<file path="src/rtl/ac_pkg.sv">
// Shared state codes and default thresholds for the air-conditioning sequencer.
package ac_pkg;

    typedef enum logic [1:0] {
        IDLE    = 2'd0,
        HEAT    = 2'd1,
        COOL    = 2'd2,
        LOCKOUT = 2'd3
    } ac_state_e;

    localparam int unsigned AC_DEF_LOW  = 18;
    localparam int unsigned AC_DEF_HIGH = 22;
    // Smallest accepted distance between heat-on and cool-on thresholds.
    localparam int unsigned AC_MIN_GAP  = 2;

endpackage

</file>
<file path="src/rtl/ac_sequencer_if.sv">
// Band-reconfiguration handshake between a requester (master) and the sequencer (slave).
interface ac_sequencer_if #(
    parameter int unsigned TEMP_W = 5
);
    logic              cfg_valid;
    logic              cfg_ready;
    logic [TEMP_W-1:0] cfg_low;
    logic [TEMP_W-1:0] cfg_high;
    logic              cfg_err;

    modport master (output cfg_valid, cfg_low, cfg_high, input cfg_ready, cfg_err);
    modport slave  (input cfg_valid, cfg_low, cfg_high, output cfg_ready, cfg_err);
endinterface

</file>
<file path="src/rtl/ac_hold_timer.sv">
// Saturating up-counter with synchronous clear; done is high once N counts have elapsed.
module ac_hold_timer #(
    parameter int unsigned N = 1
) (
    input  logic clk,
    input  logic rst,
    input  logic clr,
    input  logic en,
    output logic done
);
    localparam int unsigned    CW    = $clog2(N + 2);
    localparam logic [CW-1:0]  LIMIT = CW'(N);

    logic [CW-1:0] cnt;

    always_ff @(posedge clk or posedge rst) begin
        if (rst) begin
            cnt <= '0;
        end else if (clr) begin
            cnt <= '0;
        end else if (en && (cnt != LIMIT)) begin
            cnt <= cnt + 1'b1;
        end
    end

    assign done = (cnt == LIMIT);
endmodule

</file>
<file path="src/rtl/ac_sequencer.sv">
// Heating/cooling supervisor: hysteresis band, minimum run, post-run lockout and fan drive.
// Define AC_SEQ_FAN_OVERRUN_EN to keep the fan running FAN_OVR cycles after each run.
module ac_sequencer
    import ac_pkg::*;
#(
    parameter int unsigned TEMP_W   = 5,
    parameter int unsigned DEF_LOW  = AC_DEF_LOW,
    parameter int unsigned DEF_HIGH = AC_DEF_HIGH,
    parameter int unsigned MIN_ON   = 4,
    parameter int unsigned MIN_OFF  = 4,
    parameter int unsigned FAN_OVR  = 3
) (
    input  logic              clk,
    input  logic              rst,
    input  logic [TEMP_W-1:0] temperature,
    ac_sequencer_if.slave     cfg,
    output logic              heating,
    output logic              cooling,
    output logic              fan,
    output logic [1:0]        state
);
    localparam logic [TEMP_W-1:0] DEF_MID = TEMP_W'((DEF_LOW + DEF_HIGH) >> 1);

    if (MIN_ON < 1 || MIN_OFF < 1 || FAN_OVR < 1) begin : g_bad_param
        $error("ac_sequencer: MIN_ON, MIN_OFF and FAN_OVR must be at least 1");
    end

    ac_state_e         state_q, state_d;
    logic [TEMP_W-1:0] low_q, high_q, mid_q;
    logic [TEMP_W-1:0] mid_new;
    logic [TEMP_W:0]   band_sum;
    logic              ready_q, err_q;
    logic              xfer, band_ok;
    logic              running, running_d;
    logic              run_done, lock_done;

    assign running   = (state_q == HEAT) || (state_q == COOL);
    assign running_d = (state_d == HEAT) || (state_d == COOL);

    ac_hold_timer #(.N(MIN_ON - 1)) u_run_timer (
        .clk  (clk),
        .rst  (rst),
        .clr  (!running),
        .en   (running),
        .done (run_done)
    );

    ac_hold_timer #(.N(MIN_OFF - 1)) u_lock_timer (
        .clk  (clk),
        .rst  (rst),
        .clr  (state_q != LOCKOUT),
        .en   (state_q == LOCKOUT),
        .done (lock_done)
    );

    assign xfer     = cfg.cfg_valid && ready_q;
    assign band_ok  = {1'b0, cfg.cfg_high} >= ({1'b0, cfg.cfg_low} + (TEMP_W+1)'(AC_MIN_GAP));
    assign band_sum = {1'b0, cfg.cfg_low} + {1'b0, cfg.cfg_high};
    assign mid_new  = TEMP_W'(band_sum >> 1);

    always_comb begin
        state_d = state_q;
        case (state_q)
            IDLE: begin
                if (temperature <= low_q)       state_d = HEAT;
                else if (temperature >= high_q) state_d = COOL;
            end
            HEAT: begin
                if (temperature >= high_q)                     state_d = LOCKOUT;
                else if ((temperature >= mid_q) && run_done)   state_d = LOCKOUT;
            end
            COOL: begin
                if (temperature <= low_q)                      state_d = LOCKOUT;
                else if ((temperature <= mid_q) && run_done)   state_d = LOCKOUT;
            end
            LOCKOUT: begin
                if (lock_done) state_d = IDLE;
            end
            default: state_d = IDLE;
        endcase
    end

    // Outputs are decoded from the next state so they change on the same edge as state.
    always_ff @(posedge clk or posedge rst) begin
        if (rst) begin
            state_q <= IDLE;
            heating <= 1'b0;
            cooling <= 1'b0;
            ready_q <= 1'b0;
            err_q   <= 1'b0;
            low_q   <= TEMP_W'(DEF_LOW);
            high_q  <= TEMP_W'(DEF_HIGH);
            mid_q   <= DEF_MID;
        end else begin
            state_q <= state_d;
            heating <= (state_d == HEAT);
            cooling <= (state_d == COOL);
            ready_q <= (state_d == IDLE);
            err_q   <= xfer && !band_ok;
            if (xfer && band_ok) begin
                low_q  <= cfg.cfg_low;
                high_q <= cfg.cfg_high;
                mid_q  <= mid_new;
            end
        end
    end

`ifdef AC_SEQ_FAN_OVERRUN_EN
    logic ovr_done;

    // Counts only while the fan is coasting; any run restarts the overrun window.
    ac_hold_timer #(.N(FAN_OVR - 1)) u_fan_timer (
        .clk  (clk),
        .rst  (rst),
        .clr  (running),
        .en   (fan && !running),
        .done (ovr_done)
    );

    always_ff @(posedge clk or posedge rst) begin
        if (rst) fan <= 1'b0;
        else     fan <= running_d || (fan && (running || !ovr_done));
    end
`else
    always_ff @(posedge clk or posedge rst) begin
        if (rst) fan <= 1'b0;
        else     fan <= running_d;
    end
`endif

    assign state         = state_q;
    assign cfg.cfg_ready = ready_q;
    assign cfg.cfg_err   = err_q;

endmodule

</file>
<file path="src/flat_wrapper.sv">
// flat-port wrapper written by rule: the top's interface ports become plain ports
module ac_sequencer_flat import ac_pkg::*;
#(
    parameter int unsigned TEMP_W   = 5,
    parameter int unsigned DEF_LOW  = AC_DEF_LOW,
    parameter int unsigned DEF_HIGH = AC_DEF_HIGH,
    parameter int unsigned MIN_ON   = 4,
    parameter int unsigned MIN_OFF  = 4,
    parameter int unsigned FAN_OVR  = 3
)
  (clk, rst, temperature, heating, cooling, fan, state, cfg_cfg_valid, cfg_cfg_low, cfg_cfg_high, cfg_cfg_ready, cfg_cfg_err);
  ac_sequencer_if #(.TEMP_W(TEMP_W)) cfg_i ();
  input  logic clk;
  input  logic rst;
  input  logic [TEMP_W-1:0] temperature;
  output logic heating;
  output logic cooling;
  output logic fan;
  output logic [1:0] state;
  input wire logic [$bits(cfg_i.cfg_valid)-1:0] cfg_cfg_valid;
  input wire logic [$bits(cfg_i.cfg_low)-1:0] cfg_cfg_low;
  input wire logic [$bits(cfg_i.cfg_high)-1:0] cfg_cfg_high;
  output wire logic [$bits(cfg_i.cfg_ready)-1:0] cfg_cfg_ready;
  output wire logic [$bits(cfg_i.cfg_err)-1:0] cfg_cfg_err;
  assign cfg_i.cfg_valid = cfg_cfg_valid;
  assign cfg_i.cfg_low = cfg_cfg_low;
  assign cfg_i.cfg_high = cfg_cfg_high;
  assign cfg_cfg_ready = cfg_i.cfg_ready;
  assign cfg_cfg_err = cfg_i.cfg_err;
  ac_sequencer #(.TEMP_W(TEMP_W), .DEF_LOW(DEF_LOW), .DEF_HIGH(DEF_HIGH), .MIN_ON(MIN_ON), .MIN_OFF(MIN_OFF), .FAN_OVR(FAN_OVR)) u_core (.clk(clk), .rst(rst), .temperature(temperature), .cfg(cfg_i), .heating(heating), .cooling(cooling), .fan(fan), .state(state));
endmodule
</file>
<file path="config.mk">
export PLATFORM = sky130hd
export DESIGN_NAME = ac_sequencer_flat
export DESIGN_NICKNAME = d
export VERILOG_FILES = /design/src/rtl/ac_pkg.sv /design/src/rtl/ac_sequencer_if.sv /design/src/rtl/ac_hold_timer.sv /design/src/rtl/ac_sequencer.sv /design/src/flat_wrapper.sv
export SDC_FILE = /design/constraint.sdc
export NUM_CORES = 1
export LEC_CHECK = 0
export CAP_MARGIN = 20
export CORE_MARGIN = 1
export CORE_UTILIZATION = 45
export DETAILED_ROUTE_END_ITERATION = 12
export PLACE_DENSITY = 0.71
export SLEW_MARGIN = 25
export SYNTH_ARGS = -nofsm -noshare
export SYNTH_HDL_FRONTEND = slang
export SYNTH_HIERARCHICAL = 1
export SYNTH_SLANG_ARGS = --single-unit
</file>
<file path="constraint.sdc">
create_clock -name clk -period 4.95 [get_ports clk]
set_input_delay 0.99 -clock clk [delete_from_list [all_inputs] [get_ports clk]]
set_output_delay 0.99 -clock clk [all_outputs]
set_load 0.05 [all_outputs]
</file>
After elaboration in Yosys (flattened, before gate mapping)
Index checks and enable logic that the tools add are counted.

Add/sub/neg operators: 4. $mul: 0. Div/mod/pow operators: 0. $lt $le $gt $ge: 5. Equality and inequality tests: 11. Shifts and indexed selects: 0. Muxes and demuxes: 12. Bitwise operators: 0. Reductions and logical operators: 13.

Operators with widths (number): $mux 2 (7); $mux 3 (4); $ge 5x5->1 (2); $le 5x5->1 (2); $pmux 2 s4 (1); $logic_and 1x1->1 (7); $add 3x1->3 const B (2); $add 5x2->6 const B (1); $add 5x5->6 (1); $eq 2x2->1 const B (3); $eq 3x2->1 const B (2); $ge 5x6->1 (1); $ne 3x2->1 const B (2); $eq 2x1->1 const B (2); $logic_not 2->1 (2); $logic_or 1x1->1 (2); $ne 2x1->1 const B (1); $ne 2x2->1 const B (1); $reduce_bool 2->1 (1); $logic_not 1->1 (1).

Bits in registers: 28. Bits in latches: 0. Bits in writable memories: 0. Memory bits (read-only): 0. Input port bits: 18. Output and inout port bits: 7. Logic and storage cells: 56. Memories kept: 0.

Longest topological paths before layout
Depth after elaboration: 7. Gate-level depth with buffers: 9. Mapped depth without buffers: 9.

Modules after synthesis
The synthesis kept the hierarchy.

By module, submodules not included: ac_sequencer (times used 1, cells each 186, area an instance 1752.9 sq um, seq. area each 559.3 sq um); ac_hold_timer (times used 2, cells each 16, area an instance 181.4 sq um, seq. area each 75.1 sq um).

Least setup slack after synthesis
No wires, ideal clock.

Path kind: input to register. From: input temperature[3]. To: register u_core.fan. Setup time: 0.113 ns. Arrival: 2.545 ns. Data required time: 4.837 ns. Path slack: 2.292 ns. Stages: 8. Buffers on the path: 0. Cell sequence: ha_1 > a21oi_1 > a21boi_1 > or4_1 > o21ai_1 > a22oi_1 > ha_1 > inv_1.

Longest elaborated chain between the ends: 7. Elaborated cells between the ends (all ways): 16. Classes of those cells: 4 x order compare; 2 x eq/ne; 7 x mux; 3 x reduce/logical.

RTL lines: from (decl) (line flat_wrapper.sv:15) `input logic [TEMP_W-1:0] temperature;`; $le 5x5->1 or $ge 5x5->1 (tied branches) (line ac_sequencer.sv:74, ac_sequencer.sv:70); $logic_and 1x1->1 (on tied branches) (line ac_sequencer.sv:74, ac_sequencer.sv:70); $mux 2 (on tied branches) (line ac_sequencer.sv:74, ac_sequencer.sv:70); $mux 2 (on tied branches) (line ac_sequencer.sv:73, ac_sequencer.sv:69); $pmux 2 s4 * (line ac_sequencer.sv:63) `case (state_q)`; named net u_core.state_d[1] (line ac_sequencer.sv:28) `ac_state_e state_q, state_d;`; $eq 2x1->1 or $eq 2x2->1 (tied branches) (line ac_sequencer.sv:38) `assign running_d = (state_d == HEAT) || (state_d == COOL);`; $logic_or 1x1->1 * (line ac_sequencer.sv:38); named net u_core.running_d (line ac_sequencer.sv:34) `logic running, running_d;`; to (signal assigned) (line ac_sequencer.sv:127) `else fan <= running_d;`; to (decl) (line ac_sequencer.sv:19) `output logic fan,`.

Mark *: on every way through the listed nets, which the timed path passes. The rest lies on a longest branch. A chain may end at the register's enable or synchronous reset.

Worst setup path in the final report
From: input cfg_cfg_low[3]. To: register u_core.mid_q[0].

Longest elaborated chain between the ends: 3.

RTL lines: from (decl) (line flat_wrapper.sv:21) `input wire logic [$bits(cfg_i.cfg_low)-1:0] cfg_cfg_low;`; $add 5x2->6 (line ac_sequencer.sv:57) `assign band_ok = {1'b0, cfg.cfg_high} >= ({1'b0, cfg.cfg_low} + (TEMP_W+1)'(AC_MIN_GAP));`; $ge 5x6->1 (line ac_sequencer.sv:57); $logic_and 1x1->1 (line ac_sequencer.sv:100) `if (xfer && band_ok) begin`; to (signal assigned) (line ac_sequencer.sv:103) `mid_q <= mid_new;`; to (decl) (line ac_sequencer.sv:29) `logic [TEMP_W-1:0] low_q, high_q, mid_q;`.

Every way passes these cells.

==> results.md <==
* Status: complete, but fails checks
* Violated checks: DRC
* Setup Viol. Count Final at 0
* Flops & latches, synth at 28
* Ports at 25
* Global-route wire length before repair at 7051 um
* CP startpoint kind: primary input
* Pleak at around 0.0012 uW
* # fillers at 415
* Min Tclk post-route at 3.045 ns
* Largest net degree at the start of global routing at 23
* Post-Syn Nets at 273
* Clk_skew at 0.007595 ns
* Synth area leader: dfrtp_1
* Synth top cells by count: ha_1 (36), inv_1 (30), nand2_1 (27)
* Syn Inst Count at 218
* R2r setup slk at 2.69 ns
* Final Cycle Share at 61.52%
* Clock sinks at 28
* Register area share after synthesis at 33.53%
* Critical path type: in2reg
* CTS Buffer Depth at 2
* Number of max-cap violations at 0
* H-tree depth at 1
* Final hold violation count at 0
* Total CTS buffers at 3
* Core Area at about 4400 sq um
* DRT iter0 DRCs at 76
* Crit path arrival time at 3.16 ns
* Final nets at between 200 and 300
* Residual DRC at 4
* RSZ-0062 raised after global routing: no
* # hold bufs at CTS at 0
* Top-count cell post-synth: ha_1
* Setup TNS at 0 ns
* Die Area at roughly 5000 sq um
* Pwr/cell area at 503.4 nW/um^2
* Crit-path max FO at 13
* # port buffers at 24
* Async SR Flop Fraction at 100.0%
* Vias at 1620
* Worst VDD drop at 0.2182 mV
* EDFF count, synth at 0
* Total wire length at around 4000 um
* Dominant synthesized flop cell: dfrtp_1
* Yosys warns at 6
* P&R area growth vs syn at 15.85%
* Later-pin clock latency in the skew report at 0.27 ns
* Fin. max-slew vios at 0
* CTS tree: built
* Global Route Usage Sum at 17.74%
* Synth area leaders: dfrtp_1 (25%), ha_1 (21%), dfstp_2 (8.7%)
* Ant diodes at 0
* Chip height at just over 70 um
* Tot Pwr at ~1200 uW
* CTS resizes at 0
* Vias in the first global route at 1593
* CTS Root Buffer Type: clkbuf_8
* Critical Path RT at roughly 5 ns
* Synth Cell Area at about 2100 sq um
* Rel. slew slack at 41.22%
* Actual slew at the worst max-slew pin at 0.8770 ns
* Die X at 70.57 um
* Clk slew on worst S/H paths at about 0.10 ns
* Synth unique cells at 51
* Final non-filler cell area at 2451 sq um
* Top-area cell type share of the netlist area at 24.84%
* Initial core utilization at a little under half
* Post-DP Area at 2396 sq um
* DRT Pass-1 Iters at 8
* Worst min-delay path category: reg2reg
* Post-DP HPWL at 3253 um
* Global route total overflow at 0
* Average size of a mapped cell at 9.705 sq um
* Antenna-violating nets left at 0
* Initial antenna violation count at 0
* Row count at 24
* Layout cells sized above 1 at under 10%
* Vias per cell at 5.510
* Fmax achieved at 328.4 MHz
* Global placement routability congestion at 0.8146
* Post-CTS Setup Bufs at 0
* Crit end category: register
* Routed WL per cell at 13.63 um
## power by group
group | leakage, uW | switching (uW) | internal, uW | total [uW]
clock network | 0.0000288 | 69.5 | 71.1 | 141
logic | 0.000791 | 398 | 295 | 693
registers | 0.000343 | 55.6 | 344 | 400
total | 0.00116 | 523 | 711 | 1230
## path summary, 6_finish.rpt
check,startpoint,endpoint,cells after the start
min in group asynchronous,rst,u_core/u_run_timer/cnt[2]$_DFFE_PP0P_,2
max in group asynchronous,rst,u_core/mid_q[3]$_DFFE_PP0P_,2
max reg2reg,u_core/high_q[2]$_DFFE_PP1P_,u_core/fan$_DFF_PP0_,9
max,cfg_cfg_low[3],u_core/mid_q[0]$_DFFE_PP0P_,7
min,u_core/low_q[4]$_DFFE_PP1P_,u_core/low_q[4]$_DFFE_PP1P_,2
min reg2reg,u_core/low_q[4]$_DFFE_PP1P_,u_core/low_q[4]$_DFFE_PP1P_,2
## layout make-up
class                           count  area (sq um)  area share (%)
Clock buffer                        4         55.05           2.246
Inverter                           30         112.6           4.594
Multi-Input combinational cell    156          1269           51.76
Sequential cell                    28         709.4           28.94
Tap cell                           52         65.06           2.654
Timing Repair Buffer               24         240.2           9.801
## kinds of logic after synthesis
kind of cell	synth area share (%)
AOI/OAI and AO/OA	18.45
xor gates and xnor gates	1.656
adders and majority gates	22.24
buffers and inverters	6.505
DFF	33.53
muxes	1.064
and+or+nand+nor	16.56
## worst max-delay path: stages
cell and delay, ns:
clkdlybuf4s50_1 0.57, nand3_1 0.13, xor2_1 0.16, ha_1 0.29, nand3_1 0.12, nor3_2 0.69
o32ai_1 0.21
## layout by cell type (no fill, tap or decap), types with 4 or more instances in the layout
cell	count
o32ai_1	4
a21oi_1	4
o22ai_1	7
nand3_1	5
dfstp_2	7
dfrtp_1	21
clkdlybuf4s50_1	24
nor2b_1	6
clkbuf_8	4
nand2_1	27
nor2_1	7
inv_1	30
a21o_1	4
ha_1	36
## sequential cells by signal (all words and copies together), names as in the netlist
name,count
u_core/u_lock_timer/cnt,3
u_core/cfg.cfg_err,1
u_core/low_q,5
u_core/high_q,5
u_core/cfg.cfg_ready,1
u_core/cooling,1
u_core/state,2
u_core/mid_q,5
u_core/heating,1
u_core/fan,1
u_core/u_run_timer/cnt,3
## per-stage QoR
step	std cells	util, %	worst slack (ns)	hold WS [ns]
after floorplan	218	-	2.292	0.4558
after global placement	290	53.91	1.671	0.4720
after detailed placement	290	53.91	1.610	0.4692
after CTS	294	55.15	1.935	0.4872
after global routing	294	55.15	1.772	0.4972
final	294	55.15	1.905	0.4888
## metal layers
| metal | global-route usage [%] | vias to the layer above | share of wire [%] |
|---|---|---|---|
| met5 | 0 | - | 0 |
| met3 | 2.422 | 4 | 2.8 |
| met2 | 31.93 | 31 | 49 |
| met1 | 22.39 | 759 | 47 |
| li1 | - | 826 | - |
| met4 | 4.889 | 0 | 1.4 |
Power figures use the tool's default switching activity.
